==> src/rtl/cpu_pkg.sv <==
// Shared CPU definitions: bus widths, reset PC, NOP encoding and the
// fetch-stage state enum.
package cpu_pkg;

  // Instruction address width (bit 15 of the CPU space selects peripherals,
  // so instruction memory is addressed with the low 15 bits only).
  localparam int ADDR_W = 15;

  // Instruction word width.
  localparam int DATA_W = 16;

  // Program counter value after reset.
  localparam logic [ADDR_W-1:0] RESET_PC = '0;

  // All-zero encoding is the NOP; also used as the instruction register's
  // cleared value.
  localparam logic [DATA_W-1:0] NOP = '0;

  // Fetch stage states.
  typedef enum logic [1:0] {
    ST_ISSUE   = 2'd0,
    ST_CAPTURE = 2'd1,
    ST_VALID   = 2'd2
  } fetch_state_e;

endpackage

==> src/rtl/instruction_fetch.sv <==
// Fetch stage: owns the PC, issues reads to the synchronous block memory,
// captures the returned word and offers it to the controller.
//
// Handshake: instr_valid is high while instr/instr_pc hold an unconsumed
// instruction; the word is consumed on any rising edge where instr_valid and
// instr_ready are both high. instr_valid never drops except through that
// accept, a redirect, or reset. While not accepted, instr and instr_pc are
// held stable.
module instruction_fetch #(
  parameter int                ADDR_W   = cpu_pkg::ADDR_W,
  parameter int                DATA_W   = cpu_pkg::DATA_W,
  parameter logic [ADDR_W-1:0] RESET_PC = cpu_pkg::RESET_PC
) (
  input  logic              clk,
  input  logic              reset,
  input  logic              fetch_en,
  output logic [ADDR_W-1:0] mem_addr,
  output logic              mem_re,
  input  logic [DATA_W-1:0] mem_data,
  output logic [DATA_W-1:0] instr,
  output logic [ADDR_W-1:0] instr_pc,
  output logic              instr_valid,
  input  logic              instr_ready,
  input  logic              redirect,
  input  logic [ADDR_W-1:0] redirect_pc,
  output logic [1:0]        state_dbg
);

  import cpu_pkg::fetch_state_e;
  import cpu_pkg::ST_ISSUE;
  import cpu_pkg::ST_CAPTURE;
  import cpu_pkg::ST_VALID;
  import cpu_pkg::NOP;

  fetch_state_e      state_q;
  fetch_state_e      state_d;
  logic [ADDR_W-1:0] pc_q;
  logic [ADDR_W-1:0] pc_d;
  logic              capture_en;
  logic              valid_d;

  // Next-state, next-PC and capture decision; redirect overrides everything.
  always_comb begin
    state_d    = state_q;
    pc_d       = pc_q;
    capture_en = 1'b0;
    case (state_q)
      ST_ISSUE: begin
        if (fetch_en) begin
          state_d = ST_CAPTURE;
        end
      end
      ST_CAPTURE: begin
        // The read is already in flight, so this completes even if
        // fetch_en has since dropped. PC wraps naturally at 2^ADDR_W.
        state_d    = ST_VALID;
        pc_d       = pc_q + 1'b1;
        capture_en = 1'b1;
      end
      ST_VALID: begin
        if (instr_ready) begin
          state_d = ST_ISSUE;
        end
      end
      default: begin
        state_d = ST_ISSUE;
      end
    endcase
    if (redirect) begin
      // Drop any in-flight word, keep the old instr/instr_pc contents and
      // restart at the new target. A VALID word with instr_ready high is
      // still counted as consumed by the controller on this edge.
      state_d    = ST_ISSUE;
      pc_d       = redirect_pc;
      capture_en = 1'b0;
    end
  end

  assign valid_d = (state_d == ST_VALID);

  // FSM state, PC and registered valid flag.
  always_ff @(posedge clk or negedge reset) begin
    if (!reset) begin
      state_q     <= ST_ISSUE;
      pc_q        <= RESET_PC;
      instr_valid <= 1'b0;
    end else begin
      state_q     <= state_d;
      pc_q        <= pc_d;
      instr_valid <= valid_d;
    end
  end

  // Instruction register: loads the memory word and its address on capture.
  always_ff @(posedge clk or negedge reset) begin
    if (!reset) begin
      instr    <= NOP;
      instr_pc <= '0;
    end else if (capture_en) begin
      instr    <= mem_data;
      instr_pc <= pc_q;
    end
  end

  // Memory address comes straight from the PC register; the read strobe is
  // decoded from the state and is held off while reset is asserted.
  assign mem_addr  = pc_q;
  assign mem_re    = reset && fetch_en && (state_q == ST_ISSUE);
  assign state_dbg = state_q;

endmodule

==> config.mk <==
export PLATFORM = sky130hd
export DESIGN_NAME = instruction_fetch
export DESIGN_NICKNAME = d
export VERILOG_FILES = /design/src/rtl/cpu_pkg.sv /design/src/rtl/instruction_fetch.sv
export SDC_FILE = /design/constraint.sdc
export NUM_CORES = 1
export LEC_CHECK = 0
export CORE_ASPECT_RATIO = 1.2
export CORE_UTILIZATION = 45
export CTS_BUF_LIST = sky130_fd_sc_hd__clkbuf_8
export CTS_CLUSTER_DIAMETER = 100
export CTS_CLUSTER_SIZE = 24
export DETAILED_ROUTE_END_ITERATION = 8
export DONT_BUFFER_PORTS = 1
export GPL_ROUTABILITY_DRIVEN = 0
export MAX_ROUTING_LAYER = met4
export SYNTH_ARGS = -nofsm -noshare
export SYNTH_HDL_FRONTEND = slang
export SYNTH_SLANG_ARGS = --single-unit
==> constraint.sdc <==
create_clock -name clk -period 4.69 [get_ports clk]
set_input_delay 0 -clock clk [delete_from_list [all_inputs] [get_ports clk]]
set_output_delay 0 -clock clk [all_outputs]
set_load 0.02 [all_outputs]
---- Yosys cells after proc, flatten, opt, wreduce, memory -nomap -nowiden ----
Index checks and enable logic that the tools add are counted.
Widths: inputs -> output; s select.
storage, ports and cells
  output and inout port bits .............. 50
  word-level logic and storage cells ...... 21
  register bits after elaboration ......... 49
  input bits .............................. 36
operators by class
  eq/ne operators ......................... 3
  reduce and logical (&&, ||, !) cells .... 4
  $add $sub $neg .......................... 1
  mux-type cells .......................... 8
operators with widths
  cell                   count
  $mux 15                2
  $add 15x1->15 const B  1
  $mux 2                 3
  $pmux 2 s3             1
  $eq 2x2->1 const B     2
  $eq 2x1->1 const B     1
  $logic_and 1x1->1      2
  $logic_not 2->1        1
  $mux 1                 2
  $reduce_bool 2->1      1

---- Depth between registers and ports, before layout ----
Gate-level depths: netlist (run 1).
  word-level depth ........................ 4
  depth in mapped cells ................... 5
  depth with buffers taken out ............ 5

---- Worst setup path after synthesis (run 1) ----
No wires, ideal clock.
  kind .................................... reg2reg
  start point ............................. register state_q[0] (netlist: state_dbg[0])
  end point ............................... register instr[11]
  setup slack ............................. 3068 ps
  period minus slack after synthesis ...... 1622 ps
  data arrival time ....................... 1497 ps
  stages on the path, launching flop included .. 6
  cells stage by stage .................... dfrtp_1 nor2b_1 buf_2 and2b_1 buf_4 mux2_2
on the way
  word-level cells in the longest chain between the ends .. 3
ends and longest elaborated chain
  what                    RTL line                  source
  from (decl)             instruction_fetch.sv:35   fetch_state_e state_q;
  from (signal assigned)  instruction_fetch.sv:88   state_q <= state_d;
  $eq 2x1->1              instruction_fetch.sv:47   case (state_q)
  $mux 1                  instruction_fetch.sv:47
  $mux 1                  instruction_fetch.sv:69   if (redirect) begin
  to (signal assigned)    instruction_fetch.sv:100  instr <= mem_data;
  to (decl)               instruction_fetch.sv:20   output logic [DATA_W-1:0] instr,
Every way passes these cells.
A chain may end at the register's enable or synchronous reset.

---- Final worst setup path (run 1) ----
Same ends and word-level chain as after synthesis.

==> results of run 1 <==
-- Yosys cell counts (2+ instances only) --
cell type and number:
sky130_fd_sc_hd__dfrtp_1 49, sky130_fd_sc_hd__mux2_2 32, sky130_fd_sc_hd__nand2_1 15, sky130_fd_sc_hd__o21ai_0 11
sky130_fd_sc_hd__xnor2_1 9, sky130_fd_sc_hd__nor2_1 5, sky130_fd_sc_hd__xor2_1 5, sky130_fd_sc_hd__nand4_1 4
sky130_fd_sc_hd__nor3_1 4, sky130_fd_sc_hd__nor4_1 4, sky130_fd_sc_hd__buf_4 3, sky130_fd_sc_hd__clkbuf_1 3
sky130_fd_sc_hd__nand3_1 3, sky130_fd_sc_hd__inv_1 2, sky130_fd_sc_hd__o21ai_1 2
-- sequential cells by signal, summed over array words and instances, names as in the netlist --
register / cells
instr: 16
instr_pc: 15
instr_valid: 1
mem_addr: 15
state_dbg: 2
-- worst max-delay path: stages (launching register included) --
cell and delay (ns):
sky130_fd_sc_hd__dfrtp_1 0.57, sky130_fd_sc_hd__nor2b_1 0.44, sky130_fd_sc_hd__and2b_1 1.06, sky130_fd_sc_hd__mux2_2 0.44
-- final cells by class --
type,instances,share of cell area [%]
multi-input cells,105,31.1
inverters,2,0.286
clock buffers,6,3.14
flip-flops and latches,49,46.6
well taps,56,2.67
repair buffers,37,14.8
clock inverters,2,1.43
-- placed cells by master, fill, tap and decap left out, types with 2 or more instances in the layout --
cell	count
sky130_fd_sc_hd__dfrtp_1	49
sky130_fd_sc_hd__dlygate4sd3_1	36
sky130_fd_sc_hd__mux2_2	32
sky130_fd_sc_hd__nand2_1	15
sky130_fd_sc_hd__o21ai_0	11
sky130_fd_sc_hd__xnor2_1	9
sky130_fd_sc_hd__clkbuf_8	6
sky130_fd_sc_hd__nor2_1	5
sky130_fd_sc_hd__xor2_1	5
sky130_fd_sc_hd__nand4_1	4
sky130_fd_sc_hd__nor4_1	4
sky130_fd_sc_hd__nor3_1	4
sky130_fd_sc_hd__nand3_1	3
sky130_fd_sc_hd__inv_1	2
sky130_fd_sc_hd__o21ai_1	2
-- path summary, 6_finish.rpt --
check,startpoint,endpoint,slack [ns],depth (start not counted)
setup / recovery,state_dbg[0]$_DFF_PN0_,instr[11]$_DFFE_PN0P_,2.03,3
hold / removal,reset,mem_re,0.17,1
setup reg to reg,state_dbg[0]$_DFF_PN0_,instr[11]$_DFFE_PN0P_,2.03,3
hold reg to reg,instr[15]$_DFFE_PN0P_,instr[15]$_DFFE_PN0P_,0.66,1
max in group asynchronous,reset,instr[7]$_DFFE_PN0P_,4.26,2
min in group asynchronous,reset,instr[0]$_DFFE_PN0P_,0.21,2
-- report_power, final --
group / switching [mW] / internal [mW] / total [mW]
registers: 0.192 / 0.511 / 0.704
clock network: 0.141 / 0.173 / 0.315
logic: 0.0544 / 0.0963 / 0.151
-- repair_timing --
item                       in CTS  in global routing
gates resized for setup         0                  0
hold buffers                   37                  0
setup endpoints to repair       0                  0
hold endpoints to repair       83                  0
-- per-layer routing --
layer | global-route usage [%] | part of all wire (%) | wire [µm]
met3 | 6.14 | 6.1 | 270
met2 | 31.9 | 51 | 2280
met4 | 7.33 | 1.5 | 68
met5 | - | 0 | 0
met1 | 22.9 | 41 | 1830
-- cell families after synthesis --
| kind of cell | Yosys count | synth area share [%] |
|---|---|---|
| flip-flops | 49 | 58.7 |
| AND/OR/NAND/NOR | 42 | 11.0 |
| multiplexers | 34 | 18.3 |
| AO/OA/AOI/OAI | 14 | 3.35 |
| XOR/XNOR | 14 | 5.87 |
| buffers and inverters | 9 | 2.22 |
| adder cells (fa/ha/maj) | 1 | 0.599 |
-- per-stage QoR --
step,instances,total power [mW],worst slack [ns],utilization [%]
final,257,1.17,2.03,60.3
after global routing,257,1.23,1.81,60.3
after CTS,257,1.18,2.01,60.3
after detailed placement,212,0.826,2.02,48.7
after global placement,212,0.814,2.21,48.7
after floorplan,163,0.792,3.07,-
==> metrics.json, run 1 <==
{
  "outcome": {
    "status": "completed"
  },
  "floorplan": {
    "horizontal_die_dimension_um": 64.2,
    "standard_cell_core_area_mm2": 0.00436,
    "io_pins": 86,
    "placementRows": 26,
    "die_height_um": 76.6,
    "design.die.area_mm2": 0.00492,
    "floorplan.initialDensity_pct": 47.9
  },
  "synthesis": {
    "synth.largest_area_cell": "sky130_fd_sc_hd__dfrtp_1",
    "synth.ff_latch_count": 49,
    "syn_area_mm2": 0.00209,
    "ys_warn_count": 0,
    "synth_fp_nets": 200,
    "syn_area_per_cell_um2": 12.8,
    "synth.yosys.seq_area_share_pct": 58.7,
    "synthArstFlopShare_pct": 100,
    "synth_largest_type_area_fraction_pct": 58.7,
    "synthCells": 163,
    "synth_edf_count": 0,
    "yosys.cell_types.count": 27,
    "netlist_top_cells_area": "sky130_fd_sc_hd__dfrtp_1, sky130_fd_sc_hd__mux2_2, sky130_fd_sc_hd__xnor2_1",
    "synth_top_flop_cell": "sky130_fd_sc_hd__dfrtp_1"
  },
  "layout": {
    "multi_input_area_um2": 817,
    "post_route_cells_drive_above_1_share_pct": 20.9,
    "post-route-cell-area_mm2": 0.00263,
    "synthToLayoutAreaGrowth_pct": 25.8,
    "fillers": 351,
    "fin_nets": 237,
    "seq_area_mm2": 0.00123,
    "antenna-diode-count": 0
  },
  "global_routing": {
    "grt_start_max_net_pins": 50,
    "grt_overflow": 0,
    "grt_first_pass_wirelength_um": 7160,
    "antenna_found_initial": 0,
    "grt.total_usage_pct": 19.7,
    "number_of_global_route_vias_before_repair": 1428
  },
  "pwr": {
    "cellLeakagePower_nw": 1.08,
    "power_density_mw_per_mm2": 445,
    "ir_worst_vdd_mv": 0.254
  },
  "timing": {
    "timing.setup.tns_ns": 0,
    "max_slew.worst_pin.slew_ns": 1.30,
    "setup_repair_after_global_routing_missed_its_margin": "no",
    "period_minus_slack_ns": 2.66,
    "final_hold_vios": 0,
    "timing.max_slew.rel_slack_pct": 13.5,
    "final_min_period_over_clock_period_pct": 56.7,
    "max_freq_mhz": 376,
    "worst_case_clock_skew_ns": 0.00698,
    "hold_slack_ns": 0.174,
    "maxSlewViolCount": 0,
    "report.final.setup_viol": 0
  },
  "worst_setup_path": {
    "timing.critical_path.required_ns": 4.87,
    "crit_arrival_ns": 2.84,
    "critPathCaptureType": "register",
    "timing_worst_setup_path_type": "reg -> reg",
    "worstSetupStartpointType": "register",
    "cp_max_fo": 31
  },
  "drt": {
    "drt_first_iter_violations": 49,
    "detail_route.drc_violations": 0,
    "postRouteWirelength_um": 4440,
    "route.detailed.wl_per_inst_um": 17.3,
    "vias_per_cell": 5.40,
    "drtPass1Iterations": 4,
    "postRouteAntennaNets": 0,
    "via_count": 1388
  },
  "placed_design": {
    "placement.io_buffers": 0,
    "area_of_placed_instances_mm2": 0.00212,
    "detailedPlacementHpwl_um": 2780
  },
  "cts": {
    "tritoncts": "yes",
    "cts.reportedPaths.clkPinSlew_ns": 0.09,
    "number_of_buffers_created_by_cts": 5,
    "insertion_delay_ns": 0.30,
    "tritoncts_num_sinks": 49,
    "clock_tree.root_cell": "sky130_fd_sc_hd__clkbuf_8",
    "clock_path_buffers": 2,
    "cts-htree-levels": 2,
    "buffers_inserted_by_post_cts_timing_repair": 0
  },
  "hold_path": {
    "worstHoldPathType": "in -> out"
  },
  "job": {
    "maxcap_viol_count": 0
  }
}
Power figures use the tool's default switching activity.
==> run 2: changes to the inputs <==
clock period = 2.3 ns   (was 4.69 ns; I/O delays follow)
==> run 2 against run 1 <==
Net effect: first-iteration DRC count up 59%; final cell count up 1.6%; register-to-register slack worse by 1.6 ns; non-clock buffer count up 4; global-route usage up 0.52 points; design area down 0.29%; maximum frequency up 45%; routed wire length down 0.23%.
==> metrics.json, run 2 (same netlist as run 1, synthesis figures left out) <==
{
  "cts": {
    "cts-resized-gates": {"value": 0, "change": "unchanged"},
    "insertion_delay": {"value": 0.30, "unit": "ns", "change": "about the same"},
    "number_of_buffers_created_by_cts": {"value": 5, "change": "unchanged"},
    "tritoncts": "yes",
    "cts.reportedPaths.clkPinSlew": {"value": 0.08, "unit": "ns", "change": "about the same"},
    "cts-htree-levels": {"value": 2, "change": "unchanged"},
    "clock_path_buffers": {"value": 2, "change": "unchanged"},
    "clock_tree.root_cell": "sky130_fd_sc_hd__clkbuf_8",
    "tritoncts_num_sinks": {"value": 49, "change": "unchanged"}
  },
  "pwr": {
    "power_density": {"value": 845, "unit": "mW/mm²", "change": "+90%"},
    "cellLeakagePower": {"value": 1.09, "unit": "nW", "change": "+1.2%"},
    "ir_worst_vdd": {"value": 0.380, "unit": "mV", "change": "+50%"},
    "finalPower": {"value": 2.22, "unit": "mW", "change": "+90%"}
  },
  "global_routing": {
    "grt_start_max_net_pins": {"value": 50, "change": "unchanged"},
    "number_of_global_route_vias_before_repair": {"value": 1536, "change": "+7.6%"},
    "antenna_found_initial": {"value": 0, "change": "unchanged"},
    "grt_first_pass_wirelength": {"value": 7290, "unit": "µm", "change": "+1.7%"},
    "grt_overflow": {"value": 0, "change": "unchanged"},
    "grt.total_usage": {"value": 20.3, "unit": "%", "change": "+0.52 points"}
  },
  "timing": {
    "max_slew.worst_pin.slew": {"value": 1.02, "unit": "ns", "change": "-0.279 ns"},
    "maxSlewViolCount": {"value": 0, "change": "unchanged"},
    "max_freq": {"value": 545, "unit": "MHz", "change": "+45%"},
    "final_min_period_over_clock_period": {"value": 79.7, "unit": "%", "change": "+23 points"},
    "setup_repair_after_global_routing_missed_its_margin": "no",
    "period_minus_slack": {"value": 1.83, "unit": "ns", "change": "-0.823 ns"},
    "final_hold_vios": {"value": 0, "change": "unchanged"},
    "timing.max_slew.rel_slack": {"value": 31.9, "unit": "%", "change": "+18 points"},
    "report.final.setup_viol": {"value": 0, "change": "unchanged"},
    "timing.setup.tns": {"value": 0, "unit": "ns", "change": "unchanged"},
    "worst_case_clock_skew": {"value": 0.00733, "unit": "ns", "change": "+0.000347 ns"}
  },
  "worst_setup_path": {
    "r2r-start": "state_dbg[0]$_DFF_PN0_",
    "cp_max_fo": {"value": 7, "change": "-77%"},
    "crit_arrival": {"value": 2.02, "unit": "ns", "change": "-0.82 ns"},
    "timing_worst_setup_path_type": "reg -> reg",
    "critPathCaptureType": "register",
    "worstSetupStartpointType": "register",
    "startpoint": "state_dbg[0]$_DFF_PN0_",
    "timing.critical_path.required": {"value": 2.48, "unit": "ns", "change": "-2.39 ns"}
  },
  "layout": {
    "layout_commonest_cell": "sky130_fd_sc_hd__dfrtp_1",
    "fillers": {"value": 357, "change": "+1.7%"},
    "max_flop_register": "instr",
    "flip_flop_count_of_the_largest_register_after_layout": {"value": 16, "change": "unchanged"},
    "fin_nets": {"value": 241, "change": "+1.7%"},
    "antenna-diode-count": {"value": 0, "change": "unchanged"},
    "synthToLayoutAreaGrowth_pct": 25.4,
    "post_route_cells_drive_above_1_share": {"value": 22.0, "unit": "%", "change": "+1.1 points"},
    "layout.cells.most_common_list": "sky130_fd_sc_hd__dfrtp_1, sky130_fd_sc_hd__dlygate4sd3_1, sky130_fd_sc_hd__mux2_2",
    "final_util": {"value": 60.1, "unit": "%", "change": "-0.17 points"}
  },
  "drt": {
    "drt_first_iter_violations": {"value": 78, "change": "+59%"},
    "met3RoutedLength": {"value": 304, "unit": "µm", "change": "+13%"},
    "route.detailed.wl_per_inst": {"value": 17.0, "unit": "µm", "change": "-1.8%"},
    "highest_signal_layer_in_the_routed_design": "met4",
    "detail_route.drc_violations": {"value": 0, "change": "unchanged"},
    "postRouteWirelength": {"value": 4430, "unit": "µm", "change": "-0.23%"},
    "via_count": {"value": 1391, "change": "+0.22%"},
    "vias_per_cell": {"value": 5.33, "change": "-1.3%"},
    "postRouteAntennaNets": {"value": 0, "change": "unchanged"},
    "met2WireLength": {"value": 2330, "unit": "µm", "change": "+2.5%"},
    "route.layer.met1.wl": {"value": 1730, "unit": "µm", "change": "-5.5%"},
    "drtPass1Iterations": {"value": 4, "change": "unchanged"}
  },
  "hold_path": {
    "worstHoldPathType": "in -> async"
  },
  "floorplan": {
    "design.die.area": {"value": 0.00492, "unit": "mm²", "change": "unchanged"},
    "die_height": {"value": 76.6, "unit": "µm", "change": "unchanged"},
    "floorplan.initialDensity": {"value": 47.9, "unit": "%", "change": "unchanged"},
    "io_pins": {"value": 86, "change": "unchanged"},
    "horizontal_die_dimension": {"value": 64.2, "unit": "µm", "change": "unchanged"},
    "standard_cell_core_area": {"value": 0.00436, "unit": "mm²", "change": "unchanged"},
    "placementRows": {"value": 26, "change": "unchanged"}
  },
  "job": {
    "maxcap_viol_count": {"value": 0, "change": "unchanged"}
  },
  "placed_design": {
    "placement.io_buffers": {"value": 0, "change": "unchanged"},
    "detailedPlacementHpwl": {"value": 2770, "unit": "µm", "change": "-0.28%"}
  },
  "outcome": {
    "status": "completed"
  }
}
[run 2: critical path, cell delays in order (launching register included)]
cell,delay (ns)
sky130_fd_sc_hd__dfrtp_1,0.52
sky130_fd_sc_hd__nor2b_1,0.21
sky130_fd_sc_hd__buf_4,0.18
sky130_fd_sc_hd__a21oi_1,0.17
sky130_fd_sc_hd__nor2_1,0.06
sky130_fd_sc_hd__dlygate4sd3_1,0.59
[run 2: path summary, 6_finish.rpt]
path	end	slack, ns	depth (start not counted)
max in group asynchronous	instr_pc[8]$_DFFE_PN0P_	1.85	2
worst max-delay path	state_dbg[1]$_DFF_PN0_	0.47	5
worst max register to register	state_dbg[1]$_DFF_PN0_	0.47	5
worst min register to register	instr[15]$_DFFE_PN0P_	0.65	1
min in group clk	instr_pc[12]$_DFFE_PN0P_	0.26	3
worst min-delay path	instr[0]$_DFFE_PN0P_	0.23	2
[run 2: area by class of cell]
type	instances	area, µm²	share of cell area [%]
multi-input cells	105	817	31.2
inverters	2	7.51	0.286
repair buffers	41	418	15.9
clock inverters	3	13.8	0.525
well taps	56	70.1	2.67
clock buffers	5	68.8	2.63
flip-flops and latches	49	1230	46.8
[run 2: where the power goes]
group,leakage [nW],switching (mW),internal [mW],total [mW]
registers,0.595,0.386,1.04,1.43
logic,0.447,0.108,0.200,0.308
clock network,0.0491,0.272,0.207,0.479
[run 2: metal layers]
layer  vias up  GRT usage, %
met4         0          7.33
met3         5          6.44
met1       679          20.6
li1        652             -
met2        55          36.0
met5         -             -
[run 2: timing repair]
action | CTS | global route
buffers inserted | 0 | 0
hold endpoints to repair | 83 | 0
hold buffers | 37 | 0
[run 2: metrics by stage]
| step | setup slack, ns | instances | area (µm²) | hold WS [ns] |
|---|---|---|---|---|
| finish | 0.466 | 261 | 2620 | 0.227 |
| global route | 0.372 | 261 | 2620 | 0.247 |
| CTS | 0.475 | 261 | 2620 | 0.213 |
| detailed placement | 0.489 | 216 | 2150 | -0.294 |
| global placement | 0.574 | 216 | 2150 | -0.295 |
| floorplan | 0.678 | 163 | 2090 | -0.296 |
